File: src/rtl/serial_subtractor.sv
// serial_subtractor: bit-serial, LSB-first unsigned subtractor.
// One bit of each operand is combined with a registered borrow per cycle,
// using two cascaded half-subtraction steps. Operands arrive over a
// valid/ready input handshake and the result leaves over a valid/ready
// output handshake.
//
// Handshake semantics (both sides): a transfer happens on a rising edge
// where valid and ready are both 1. The producer must hold its valid high
// until that edge. in_ready_o is 1 only in IDLE and out_valid_o is 1 only
// in DONE, so the two handshakes can never fire in the same cycle.
module serial_subtractor #(
  parameter int WIDTH = 8
) (
  input  logic             clk_i,
  input  logic             rst_ni,
  input  logic             in_valid_i,
  output logic             in_ready_o,
  input  logic [WIDTH-1:0] a_i,
  input  logic [WIDTH-1:0] b_i,
  input  logic             bin_i,
  output logic             out_valid_o,
  input  logic             out_ready_i,
  output logic [WIDTH-1:0] diff_o,
  output logic             borrow_o
);

  localparam int CW = $clog2(WIDTH);
  localparam logic [CW-1:0] LAST_BIT = CW'(WIDTH - 1);

  typedef enum logic [1:0] {
    IDLE = 2'd0,
    CALC = 2'd1,
    DONE = 2'd2
  } state_e;

  state_e           state_q;
  state_e           state_d;
  logic [CW-1:0]    cnt_q;
  logic [WIDTH-1:0] a_sr_q;
  logic [WIDTH-1:0] b_sr_q;
  logic [WIDTH-1:0] diff_sr_q;
  logic             borrow_q;

  // One-bit subtraction slice: two cascaded half-subtractors.
  logic x_bit;
  logic y_bit;
  logic c_bit;
  logic hs1_diff;
  logic hs1_borrow;
  logic hs2_borrow;
  logic d_bit;
  logic b_next;
  logic last_bit;

  assign x_bit      = a_sr_q[0];
  assign y_bit      = b_sr_q[0];
  assign c_bit      = borrow_q;
  assign hs1_diff   = x_bit ^ y_bit;
  assign hs1_borrow = ~x_bit & y_bit;
  assign d_bit      = hs1_diff ^ c_bit;
  assign hs2_borrow = ~hs1_diff & c_bit;
  assign b_next     = hs1_borrow | hs2_borrow;
  assign last_bit   = (cnt_q == LAST_BIT);

  assign in_ready_o  = (state_q == IDLE);
  assign out_valid_o = (state_q == DONE);

  // State register.
  always_ff @(posedge clk_i) begin
    if (!rst_ni) begin
      state_q <= IDLE;
    end else begin
      state_q <= state_d;
    end
  end

  // Next-state logic: accept in IDLE, run WIDTH bits in CALC, hold in DONE.
  always_comb begin
    state_d = state_q;
    case (state_q)
      IDLE: begin
        if (in_valid_i) begin
          state_d = CALC;
        end
      end
      CALC: begin
        if (last_bit) begin
          state_d = DONE;
        end
      end
      DONE: begin
        if (out_ready_i) begin
          state_d = IDLE;
        end
      end
      default: begin
        state_d = IDLE;
      end
    endcase
  end

  // Datapath: operand load, per-bit shift/borrow update, result capture.
  always_ff @(posedge clk_i) begin
    if (!rst_ni) begin
      cnt_q     <= '0;
      a_sr_q    <= '0;
      b_sr_q    <= '0;
      diff_sr_q <= '0;
      borrow_q  <= 1'b0;
      diff_o    <= '0;
      borrow_o  <= 1'b0;
    end else begin
      case (state_q)
        IDLE: begin
          if (in_valid_i) begin
            a_sr_q   <= a_i;
            b_sr_q   <= b_i;
            borrow_q <= bin_i;
            cnt_q    <= '0;
          end
        end
        CALC: begin
          a_sr_q    <= a_sr_q >> 1;
          b_sr_q    <= b_sr_q >> 1;
          diff_sr_q <= {d_bit, diff_sr_q[WIDTH-1:1]};
          borrow_q  <= b_next;
          // Hold on the last bit so the counter never wraps.
          if (!last_bit) begin
            cnt_q <= cnt_q + CW'(1);
          end else begin
            diff_o   <= {d_bit, diff_sr_q[WIDTH-1:1]};
            borrow_o <= b_next;
          end
        end
        default: begin
        end
      endcase
    end
  end

endmodule

File: config.mk
export PLATFORM = sky130hd
export DESIGN_NAME = serial_subtractor
export DESIGN_NICKNAME = d
export VERILOG_FILES = /design/src/rtl/serial_subtractor.sv
export SDC_FILE = /design/constraint.sdc
export NUM_CORES = 1
export LEC_CHECK = 0
export BUFFER_PORTS_ARGS = -buffer_cell sky130_fd_sc_hd__clkbuf_2
export CAP_MARGIN = 30
export CORE_MARGIN = 2
export CORE_UTILIZATION = 50
export CTS_CLUSTER_DIAMETER = 100
export DETAILED_ROUTE_END_ITERATION = 8
export HOLD_SLACK_MARGIN = 0.05
export PLACE_DENSITY_LB_ADDON = 0.25
export SYNTH_ARGS = -nofsm -noshare
export SYNTH_HDL_FRONTEND = slang
export SYNTH_SLANG_ARGS = --single-unit
export TNS_END_PERCENT = 50
File: constraint.sdc
create_clock -name clk_i -period 1.7 [get_ports clk_i]
set_input_delay 0.34 -clock clk_i [delete_from_list [all_inputs] [get_ports clk_i]]
set_output_delay 0.34 -clock clk_i [all_outputs]
set_load 0.02 [all_outputs]
# After elaboration in Yosys (flattened, before gate mapping)
# Index checks and enable logic that the tools add are counted.
[totals] ram_bits=0 in_bits=21 romBits=0 output_inout_bits=11 latchBits=0 n_memories=0 regBits=39 word_cells=42
[op_classes] n_mux=13 div_mod_pow=0 n_reduce_logical=6 n_addsub=1 eq_ne=7 shifts=0 n_lt_le_gt_ge=0 n_mul=0 bitwise=7
[op_table] cell="$pmux W8 S2" n=2
[op_table] cell="$mux W8" n=2
[op_table] cell="$mux W2" n=3
[op_table] cell="$mux W3" n=2
[op_table] cell="$ne A2 B2 Y1 const B" n=3
[op_table] cell="$pmux W2 S3" n=1
[op_table] cell="$pmux W3 S2" n=1
[op_table] cell="$reduce_and A3 Y1" n=2
[op_table] cell="$reduce_and A2 Y1" n=2
[op_table] cell="$add A3 B1 Y3 const B" n=1
[op_table] cell="$eq A3 B3 Y1 const B" n=1
[op_table] cell="$and A1 B1 Y1" n=2
[op_table] cell="$eq A2 B1 Y1 const B" n=1
[op_table] cell="$eq A2 B2 Y1 const B" n=1
[op_table] cell="$logic_not A2 Y1" n=1
[op_table] cell="$ne A2 B1 Y1 const B" n=1
[op_table] cell="$not A1 Y1" n=2
[op_table] cell="$pmux W1 S2" n=1
[op_table] cell="$reduce_bool A2 Y1" n=1
[op_table] cell="$xor A1 B1 Y1" n=2
[op_table] cell="$mux W1" n=1
[op_table] cell="$or A1 B1 Y1" n=1

# Depth between registers and ports, before layout
# Gate-level depths: netlist of run 1.
[depth] word_depth=5 depth_mapped=7 depth_no_buf=5

# Worst setup path before layout of run 1
# OpenSTA, ideal clock, no wires.
[synth_path] path_kind="reg-to-reg" startpoint="reg cnt_q[0]" endpoint="reg borrow_o" period_less_slack_ns=1.413 setup_ns=0.086 path_stages_with_launch=7 arrival_time_ns=1.327 setup_slack_ns=0.287 cell_sequence="dfxtp_1 ha_1 ha_1 buf_2 and3b_1 buf_4 a211oi_1"
[synth_between] elab_chain_cells=2
[synth_rtl] element="start: declaration" line_no="38" text="logic [CW-1:0] cnt_q;"
[synth_rtl] element="start signal: assignment" line_no="129" text="cnt_q <= cnt_q + CW'(1);"
[synth_rtl] element="$eq A3 B3 Y1" line_no="63" text="assign last_bit = (cnt_q == LAST_BIT);"
[synth_rtl] element="$reduce_and A2 Y1 (no line)"
[synth_rtl] element="end signal: assignment" line_no="132" text="borrow_o <= b_next;"
[synth_rtl] element="end: declaration" line_no="24" text="output logic borrow_o"
# Every way passes these cells.
# A chain may end at the register's enable or synchronous reset.

# Worst setup path in the final report of run 1
[layout_path] startpoint="reg state_q[0]" endpoint="out out_valid_o"
[layout_between] elab_chain_cells=1
[layout_rtl] element="start: declaration" line_no="36" text="state_e state_q;"
[layout_rtl] element="start signal: assignment" line_no="73" text="state_q <= state_d;"
[layout_rtl] element="$eq A2 B2 Y1" line_no="66" text="assign out_valid_o = (state_q == DONE);"
[layout_rtl] element="end: declaration" line_no="21" text="output logic out_valid_o,"
# Every way passes these cells.

==> results.py, run 1 <==
metrics = {
    "synthesis": {
        "distinct_cells_synth": 29,
        "yosys_most_used_dff": "sky130_fd_sc_hd__dfxtp_1",
        "synth_top_area_frac": 0.469,
        "synth.cells.most_frequent": "sky130_fd_sc_hd__dfxtp_1 (38), sky130_fd_sc_hd__nand2_1 (33), sky130_fd_sc_hd__nor2_1 (19), sky130_fd_sc_hd__a21oi_1 (18)",
        "synth_async_sr_flop_share": 0,
        "synth.avg_cell_area_um2": 9.11,
        "syn_inst": 178,
        "post_synth_edffs": 0,
        "synth-seq-cells": 38,
        "synthesis.nets": 202,
        "synth_top_area_cell": "sky130_fd_sc_hd__dfxtp_1",
        "yosys-top-cells-area": "sky130_fd_sc_hd__dfxtp_1 (47%), sky130_fd_sc_hd__mux2i_1 (9.3%), sky130_fd_sc_hd__nand2_1 (7.6%)",
        "synth_sequential_area_ratio": 0.469,
        "synth-warning-count": 0,
        "most_used_standard_cell_by_instance_count_after_synthesis": "sky130_fd_sc_hd__dfxtp_1",
        "cell_area_after_synthesis_um2": 1620,
    },
    "power": {
        "power_density_nw_per_um2": 895,
        "power.switching_fraction": 0.254,
        "netSwitchingPower_mw": 0.414,
        "clock_power_share": 0.301,
        "sequentialPowerShare": 0.591,
        "p_leak_nw": 0.729,
        "intPower_mw": 1.21,
        "combinationalPowerShare": 0.108,
        "worst_ir_drop_vdd_v": 0.000564,
        "finalPower_mw": 1.63,
    },
    "sta": {
        "hold-worst-slack_ns": 0.246,
        "timing.final.ws_setup_ns": 0.142,
        "timing.final.hold_violations": 0,
        "finClkSkew_ns": 0.00795,
        "period_share": 0.917,
        "max-slew-margin-rel": 0.601,
        "finalSetupViolations": 0,
        "tns_ns": 0,
        "rsz0062_at_grt": "no",
        "max_freq_ghz": 0.642,
        "tightestPinTransition_ns": 0.598,
        "time_the_worst_path_needs_with_i_o_delays_and_setup_ns": 1.56,
        "number_of_slew_limit_violations_in_the_final_report": 0,
    },
    "clock_tree": {
        "tritoncts": "done",
        "clockRootBuffer": "sky130_fd_sc_hd__clkbuf_4",
        "cts_hold_buf": 0,
        "cts-root-to-sink-buffers": 2,
        "clk_transition_reported_paths_ns": 0.12,
        "tritoncts_sinks": 38,
        "cts_buffers": 5,
        "htree_levels": 2,
        "clock_latency_ns": 0.34,
    },
    "placed_design": {
        "io_buffers": 31,
        "pre_cts_slack_ns": 0.0764,
        "instance_count_after_placement_with_tap_cells_included": 243,
        "gp_congestion": 0.745,
        "hpwlAfterDp_mm": 2.04,
        "detailed_place.area_um2": 1740,
    },
    "cells_and_area": {
        "layout-drive-gt1-share": 0.231,
        "total_area_of_sequential_cells_um2": 762,
        "fillers": 284,
        "fin_area_um2": 1820,
        "finish.utilization": 0.591,
        "final_cells": 252,
        "synthToLayoutAreaGrowth_pct": 12.3,
        "fin_nets": 231,
        "multiInputGateArea_um2": 747,
        "inserted_diodes": 0,
    },
    "global_route": {
        "via_count_of_the_first_global_routing_pass": 1174,
        "grt_max_degree": 38,
        "overall_overflow_remaining_after_global_route": 0,
        "grtUsageTotal": 0.173,
        "first_pass_grt_wire_length_mm": 4.83,
        "grt_antenna_before_repair": 0,
    },
    "die": {
        "core.rowCount": 20,
        "die_h_um": 61.0,
        "floorplan.core_area_um2": 3080,
        "dieArea_um2": 3710,
        "starting_density": 0.527,
        "chip_width_um": 61.0,
        "top_level_ports": 32,
    },
    "detailed_routing": {
        "dr_total_vias": 1303,
        "first_pass_iters": 4,
        "drc": 0,
        "via_count_normalized_by_instance_count": 5.17,
        "dr.first_iter.drc_count": 52,
        "wirelength_mm": 2.89,
        "antenna_left": 0,
        "routedWlPerCell_um": 11.5,
    },
    "critical_path": {
        "kind_of_launch_point_of_the_worst_setup_path": "register",
        "path_class": "register to primary output",
        "cp.required_ns": 1.36,
        "worst-path-max-fanout": 17,
        "timing.critical_path.arrival_ns": 1.22,
        "worst_setup_path_end_kind": "primary output",
    },
    "flow_run": {
        "cap_viol_max_count": 0,
    },
    "min_path": {
        "worst_hold_path_type": "input pin to register",
    },
    "status": {
        "status": "completed",
    },
}
-- layer usage --
layer / part of all wire / global-route usage
met1: 0.47 / 0.220
met2: 0.47 / 0.275
met3: 0.051 / 0.0554
met4: 0.010 / 0.0683
met5: 0 / 0
-- repair_timing --
item	in CTS	in global routing
setup buffers	0	1
setup endpoints to repair	1	9
gates resized for setup	1	2
gates cloned	0	0
-- final timing paths --
kind	startpoint	endpoint	slack [ns]	depth (start not counted)
max	state_q[0]	out_valid_o	0.14	2
min	rst_ni	borrow_q	0.25	2
max reg2reg	cnt_q[0]	borrow_o	0.21	5
min reg2reg	diff_o[0]	diff_o[0]	0.46	2
-- cell type report --
class	instances	area share
Timing Repair Buffer	34	0.0976
Tap cell	44	0.0302
Clock buffer	6	0.0282
Sequential cell	38	0.419
Multi-Input combinational cell	124	0.410
Inverter	4	0.00825
Clock inverter	2	0.00687
-- placed cells by master, fill, tap and decap left out, drive strengths merged --
cell type and instances:
dfxtp 38, clkbuf 37, nand2 33, nor2 19, a21oi 18, mux2i 15, a211oi 15, nand3 4
inv 4, a31oi 3, buf 3, and2b 2, nand2b 2, a32oi 2, ha 2, and3b 1
nand3b 1, o21bai 1, nor4b 1, nor3 1, o21ba 1, nor3b 1, o221a 1, fa 1
clkinv 1, clkinvlp 1
-- critical path, stage by stage, from the launching register on --
cell and delay, ns:
sky130_fd_sc_hd__dfxtp_2 0.51, sky130_fd_sc_hd__and2b_1 0.23, sky130_fd_sc_hd__clkbuf_2 0.15
-- logic make-up after synthesis --
family / share of synthesized area
AOI/OAI and AO/OA: 0.165
and+or+nand+nor: 0.173
muxes: 0.0926
DFF: 0.469
buffers and inverters: 0.0725
adders and majority gates: 0.0278
-- state kept, by name, indices dropped and copies added, names as in the netlist --
register   count
a_sr_q         8
diff_sr_q      7
cnt_q          3
borrow_q       1
b_sr_q         8
state_q        2
borrow_o       1
diff_o         8
-- power by group through the flow --
stage	combinational, mW	clock [mW]	sequential (mW)
final	0.176	0.490	0.963
after global routing	0.200	0.540	0.971
after CTS	0.177	0.507	0.964
after detailed placement	0.177	0	0.983
after global placement	0.173	0	0.981
after floorplan	0.155	0	0.972
Note: power is estimated with default switching activity, not from simulation.
==> run 2, diff against run 1 <==
- ABC_AREA: default -> 1
==> run 2 against run 1 <==
Effect of this change: combinational power up 44%; register-to-register slack better by 0.07 ns; sequential share of layout area down 3.0 points; non-clock buffer count up 1; highest routed layer unchanged; first-iteration DRC count up 88%; critical path depth unchanged; sequential power up 1%; cell count up 32%.
==> results.py, run 2 <==
metrics = {
    "power": {
        "power_density_nw_per_um2": 931,
        "p_leak_nw": 0.976,
        "worst_ir_drop_vdd_v": 0.000611,
    },
    "placed_design": {
        "detailed_place.area_um2": 1880,
        "hpwlAfterDp_mm": 2.16,
        "gp_congestion": 0.844,
        "io_buffers": 31,
    },
    "clock_tree": {
        "clk_transition_reported_paths_ns": 0.11,
        "clock_latency_ns": 0.34,
        "post_cts.repair.setup_buffers": 0,
        "htree_levels": 2,
        "cts-root-to-sink-buffers": 2,
        "cts_buffers": 5,
        "cts_hold_buf": 0,
        "clockRootBuffer": "sky130_fd_sc_hd__clkbuf_4",
        "tritoncts_sinks": 38,
        "ctsResizeCount": 0,
        "tritoncts": "done",
    },
    "critical_path": {
        "worst_setup_path_end_kind": "primary output",
        "path_class": "register to primary output",
        "r2r-start": "cnt_q[0]",
        "worstReg2RegEnd": "diff_o[1]",
        "kind_of_launch_point_of_the_worst_setup_path": "register",
        "timing.critical_path.arrival_ns": 1.27,
        "ff2ff_path_depth": 6,
        "cp.required_ns": 1.36,
        "worst-path-max-fanout": 8,
        "reg_to_reg_setup_timing_slack_ns": 0.28,
    },
    "global_route": {
        "grtUsageTotal": 0.178,
        "grt_max_degree": 35,
        "overall_overflow_remaining_after_global_route": 0,
        "via_count_of_the_first_global_routing_pass": 1282,
        "first_pass_grt_wire_length_mm": 5.44,
        "grt_antenna_before_repair": 0,
    },
    "synthesis": {
        "synth_top_area_frac": 0.450,
        "synth_top_area_cell": "sky130_fd_sc_hd__dfxtp_1",
        "synth_async_sr_flop_share": 0,
        "most_used_standard_cell_by_instance_count_after_synthesis": "sky130_fd_sc_hd__nand2_1",
        "synth-warning-count": 0,
        "synth_sequential_area_ratio": 0.450,
        "yosys-top-cells-area": "sky130_fd_sc_hd__dfxtp_1 (45%), sky130_fd_sc_hd__nand2_1 (16%), sky130_fd_sc_hd__nor2_1 (14%)",
        "cell_area_after_synthesis_um2": 1690,
        "synth-seq-cells": 38,
        "synth.avg_cell_area_um2": 6.65,
        "yosys_most_used_dff": "sky130_fd_sc_hd__dfxtp_1",
        "post_synth_edffs": 0,
        "synthesis.nets": 278,
        "distinct_cells_synth": 19,
        "syn_inst": 254,
        "synth.cells.most_frequent": "sky130_fd_sc_hd__nand2_1 (73), sky130_fd_sc_hd__nor2_1 (62), sky130_fd_sc_hd__dfxtp_1 (38), sky130_fd_sc_hd__inv_1 (23), sky130_fd_sc_hd__o21ai_1 (12)",
    },
    "die": {
        "top_level_ports": 32,
        "die_h_um": 62.1,
        "chip_width_um": 62.1,
        "floorplan.core_area_um2": 3280,
        "dieArea_um2": 3860,
        "starting_density": 0.514,
        "core.rowCount": 21,
    },
    "cells_and_area": {
        "layout-drive-gt1-share": 0.161,
        "fin_nets": 309,
        "layout.cells.most_common_list": "sky130_fd_sc_hd__nand2_1 (73), sky130_fd_sc_hd__nor2_1 (62), sky130_fd_sc_hd__dfxtp_1 (38)",
        "fin_area_um2": 1960,
        "synthToLayoutAreaGrowth_pct": 16.0,
        "most_frequent_standard_cell_in_the_layout_excluding_fill_and_tap_cells": "sky130_fd_sc_hd__nand2_1",
        "finish.utilization": 0.597,
        "inserted_diodes": 0,
        "top_regs": "a_sr_q x8, b_sr_q x8, diff_o x8",
        "fillers": 347,
    },
    "sta": {
        "max_freq_ghz": 0.621,
        "finClkSkew_ns": 0.00255,
        "timing.final.hold_violations": 0,
        "finalSetupViolations": 0,
        "rsz0062_at_grt": "no",
        "period_share": 0.947,
        "number_of_slew_limit_violations_in_the_final_report": 0,
        "tightestPinTransition_ns": 0.356,
        "tns_ns": 0,
        "max-slew-margin-rel": 0.762,
        "time_the_worst_path_needs_with_i_o_delays_and_setup_ns": 1.61,
    },
    "detailed_routing": {
        "dr_total_vias": 1544,
        "drc": 0,
        "antenna_left": 0,
        "dr.first_iter.drc_count": 98,
        "wirelength_mm": 3.17,
        "routedWlPerCell_um": 9.54,
        "first_pass_iters": 4,
        "via_count_normalized_by_instance_count": 4.65,
    },
    "min_path": {
        "whs_endpoint": "a_sr_q[7]",
        "min_delay_path_depth": 3,
        "timing.hold.worst.start": "a_i[7]",
        "worst_hold_path_type": "input pin to register",
    },
    "flow_run": {
        "cap_viol_max_count": 0,
    },
    "status": {
        "status": "completed",
    },
}
run 2: kinds of logic after synthesis:
kind of cell,share of synthesized area
AND/OR/NAND/NOR,0.332
flip-flops,0.450
buffers and inverters,0.0911
AO/OA/AOI/OAI,0.100
adder cells (fa/ha/maj),0.0267
run 2: power by group:
part | total [mW] | switching, mW | internal (mW)
clock network | 0.596 | 0.284 | 0.312
logic | 0.254 | 0.152 | 0.103
registers | 0.973 | 0.0287 | 0.944
total | 1.82 | 0.465 | 1.36
run 2: through the flow:
step	instances	hold WS (ns)	total power, mW	setup slack (ns)
global route	332	0.211	1.93	0.0134
floorplan	254	0.445	1.18	0.442
CTS	332	0.197	1.84	0.0823
finish	332	0.210	1.82	0.0901
detailed placement	324	0.457	1.25	0.292
global placement	324	0.449	1.24	0.402
run 2: layout make-up:
class / instances / area, um2 / area share
multi-input cells: 180 / 774 / 0.395
flip-flops and latches: 38 / 761 / 0.388
repair buffers: 35 / 198 / 0.101
inverters: 25 / 93.8 / 0.0479
well taps: 46 / 57.6 / 0.0294
clock buffers: 7 / 45.0 / 0.0230
clock inverters: 1 / 30.0 / 0.0153
run 2: worst max path at each step:
| stage | startpoint | endpoint | slack (ns) |
|---|---|---|---|
| global placement | cnt_q[0] | borrow_o | 0.40 |
| detailed placement | cnt_q[0] | diff_o[7] | 0.29 |
| CTS | state_q[0] | in_ready_o | 0.08 |
| finish | state_q[0] | in_ready_o | 0.09 |
| global route | state_q[0] | in_ready_o | 0.01 |
| floorplan | state_q[0] | a_sr_q[7] | 0.44 |
run 2: metal layers:
metal,global-route usage,part of all wire,up-vias
met1,0.221,0.48,670
met4,0.0917,0.021,0
met5,0,0,-
met3,0.0616,0.044,6
met2,0.273,0.45,30
li1,-,-,838
run 2: critical path, cell delays in order (launching register included):
cell,delay [ns]
sky130_fd_sc_hd__dfxtp_1,0.42
sky130_fd_sc_hd__nor2_1,0.28
sky130_fd_sc_hd__clkbuf_2,0.23
==> run 3, diff against run 2 <==
- CORE_MARGIN: 2 -> default
- clock period: 1.7 -> 1.75 ns (I/O delays scaled with it)
==> run 3 against run 2 <==
Effect of this change: register-to-register slack improved by 0.10 ns; routed wire length shrank 2.2%; sequential power down 3.0%; via count fell by 2.3%; sequential share of layout area grew 0.53 points; largest cell class unchanged.
==> results.py, run 3 (same netlist as run 2, synthesis figures left out) <==
metrics = {
    "die": {
        "die_h_um": 60.1,
        "dieArea_um2": 3610,
        "core.rowCount": 20,
        "top_level_ports": 32,
        "floorplan.core_area_um2": 3130,
        "starting_density": 0.540,
        "chip_width_um": 60.1,
    },
    "sta": {
        "period_share": 0.905,
        "max-slew-margin-rel": 0.783,
        "rsz0062_at_grt": "no",
        "time_the_worst_path_needs_with_i_o_delays_and_setup_ns": 1.58,
        "finClkSkew_ns": 0.00977,
        "hold-worst-slack_ns": 0.234,
        "tightestPinTransition_ns": 0.325,
        "finalSetupViolations": 0,
        "timing.final.hold_violations": 0,
        "number_of_slew_limit_violations_in_the_final_report": 0,
        "tns_ns": 0,
        "max_freq_ghz": 0.632,
    },
    "power": {
        "p_leak_nw": 0.965,
        "clock_power_share": 0.288,
        "intPower_mw": 1.21,
        "netSwitchingPower_mw": 0.462,
        "combinationalPowerShare": 0.146,
        "worst_ir_drop_vdd_v": 0.000495,
        "power.switching_fraction": 0.277,
        "power_density_nw_per_um2": 863,
        "sequentialPowerShare": 0.566,
    },
    "status": {
        "status": "completed",
    },
    "global_route": {
        "via_count_of_the_first_global_routing_pass": 1279,
        "grt_max_degree": 35,
        "overall_overflow_remaining_after_global_route": 0,
        "grtUsageTotal": 0.196,
        "first_pass_grt_wire_length_mm": 5.31,
        "grt_antenna_before_repair": 0,
    },
    "placed_design": {
        "gp_congestion": 0.812,
        "hpwlAfterDp_mm": 2.13,
        "io_buffers": 31,
    },
    "detailed_routing": {
        "antenna_left": 0,
        "via_count_normalized_by_instance_count": 4.57,
        "wirelength_mm": 3.10,
        "dr.first_iter.drc_count": 72,
        "dr_total_vias": 1509,
        "first_pass_iters": 4,
        "drc": 0,
        "routedWlPerCell_um": 9.38,
    },
    "critical_path": {
        "worst-path-max-fanout": 8,
        "path_class": "register to primary output",
        "crit_path_cell_trace": "nor2_1 -> clkbuf_2",
        "cpPeakStageDelay_ns": 0.42,
        "timing.critical_path.slowest_stage_cell": "sky130_fd_sc_hd__dfxtp_1",
        "timing.critical_path.arrival_ns": 1.23,
        "critical_path.top_delay_family": "flip-flops",
        "cp.required_ns": 1.40,
        "cp.buffers_inverters": 1,
        "worst_setup_path_end_kind": "primary output",
        "reg_to_reg_setup_timing_slack_ns": 0.38,
        "kind_of_launch_point_of_the_worst_setup_path": "register",
    },
    "cells_and_area": {
        "inserted_diodes": 0,
        "layout.cells.most_common_list": "sky130_fd_sc_hd__nand2_1 (73), sky130_fd_sc_hd__nor2_1 (62), sky130_fd_sc_hd__dfxtp_1 (38)",
        "fin_nets": 309,
        "finish.utilization": 0.618,
        "top_regs": "a_sr_q x8, b_sr_q x8, diff_o x8",
        "layout-drive-gt1-share": 0.168,
        "synthToLayoutAreaGrowth_pct": 14.4,
        "most_frequent_standard_cell_in_the_layout_excluding_fill_and_tap_cells": "sky130_fd_sc_hd__nand2_1",
        "fillers": 317,
    },
    "clock_tree": {
        "clockRootBuffer": "sky130_fd_sc_hd__clkbuf_4",
        "htree_levels": 2,
        "cts_hold_buf": 0,
        "cts_buffers": 5,
        "ctsResizeCount": 0,
        "clock_latency_ns": 0.34,
        "tritoncts_sinks": 38,
        "post_cts.repair.setup_buffers": 0,
        "clk_transition_reported_paths_ns": 0.11,
        "tritoncts": "done",
        "cts-root-to-sink-buffers": 2,
    },
    "min_path": {
        "worst_hold_path_type": "input pin to register",
    },
    "flow_run": {
        "cap_viol_max_count": 0,
    },
}
## run 3: changes by cell type in the layout (fill, tap and decap cells not counted)
cell | previous run | this run
sky130_fd_sc_hd__clkbuf_1 | 2 | 0
sky130_fd_sc_hd__buf_12 | 1 | 0
sky130_fd_sc_hd__buf_4 | 3 | 4
sky130_fd_sc_hd__bufinv_16 | 1 | 0
sky130_fd_sc_hd__clkbuf_8 | 0 | 1
sky130_fd_sc_hd__clkinv_2 | 0 | 1
sky130_fd_sc_hd__clkinvlp_4 | 0 | 1
## run 3: metal layers
metal,vias to the layer above,wire length (um),track usage
li1,834,-,-
met1,647,1600,0.255
met4,0,51,0.0963
met2,21,1360,0.303
met3,7,86,0.0455
met5,-,0,0
## run 3: worst paths after layout
check,start,end,cells after the start
hold reg to reg,borrow_o,borrow_o,2
hold / removal,a_i[7],a_sr_q[7],3
setup reg to reg,cnt_q[0],borrow_o,6
setup / recovery,state_q[0],in_ready_o,2
## run 3: power groups by stage
stage	Clock, mW	Sequential (mW)	Combinational [mW]
floorplan	0	0.954	0.194
global placement	0	0.963	0.241
detailed placement	0	0.964	0.244
CTS	0.494	0.944	0.246
global route	0.539	0.950	0.287
finish	0.481	0.944	0.244
## run 3: cell type report
type | count | area [um2] | share of cell area
Inverter | 25 | 93.8 | 0.0485
Timing Repair Buffer | 35 | 185 | 0.0958
Clock inverter | 2 | 12.5 | 0.00647
Tap cell | 44 | 55.1 | 0.0285
Multi-Input combinational cell | 180 | 774 | 0.401
Sequential cell | 38 | 761 | 0.394
Clock buffer | 6 | 51.3 | 0.0265
## run 3: tightest hold or removal path: stages
cell and delay, ns:
sky130_fd_sc_hd__clkbuf_2 0.08, sky130_fd_sc_hd__nand2_1 0.05, sky130_fd_sc_hd__a21oi_1 0.05
## run 3: per-stage QoR
step | area, um2 | power, mW | std cells | setup WS, ns
after global placement | 1870 | 1.20 | 322 | 0.416
final | 1930 | 1.67 | 330 | 0.167
after floorplan | 1690 | 1.15 | 254 | 0.492
after global routing | 1930 | 1.78 | 330 | 0.0329
after detailed placement | 1870 | 1.21 | 322 | 0.367
after CTS | 1930 | 1.68 | 330 | 0.164
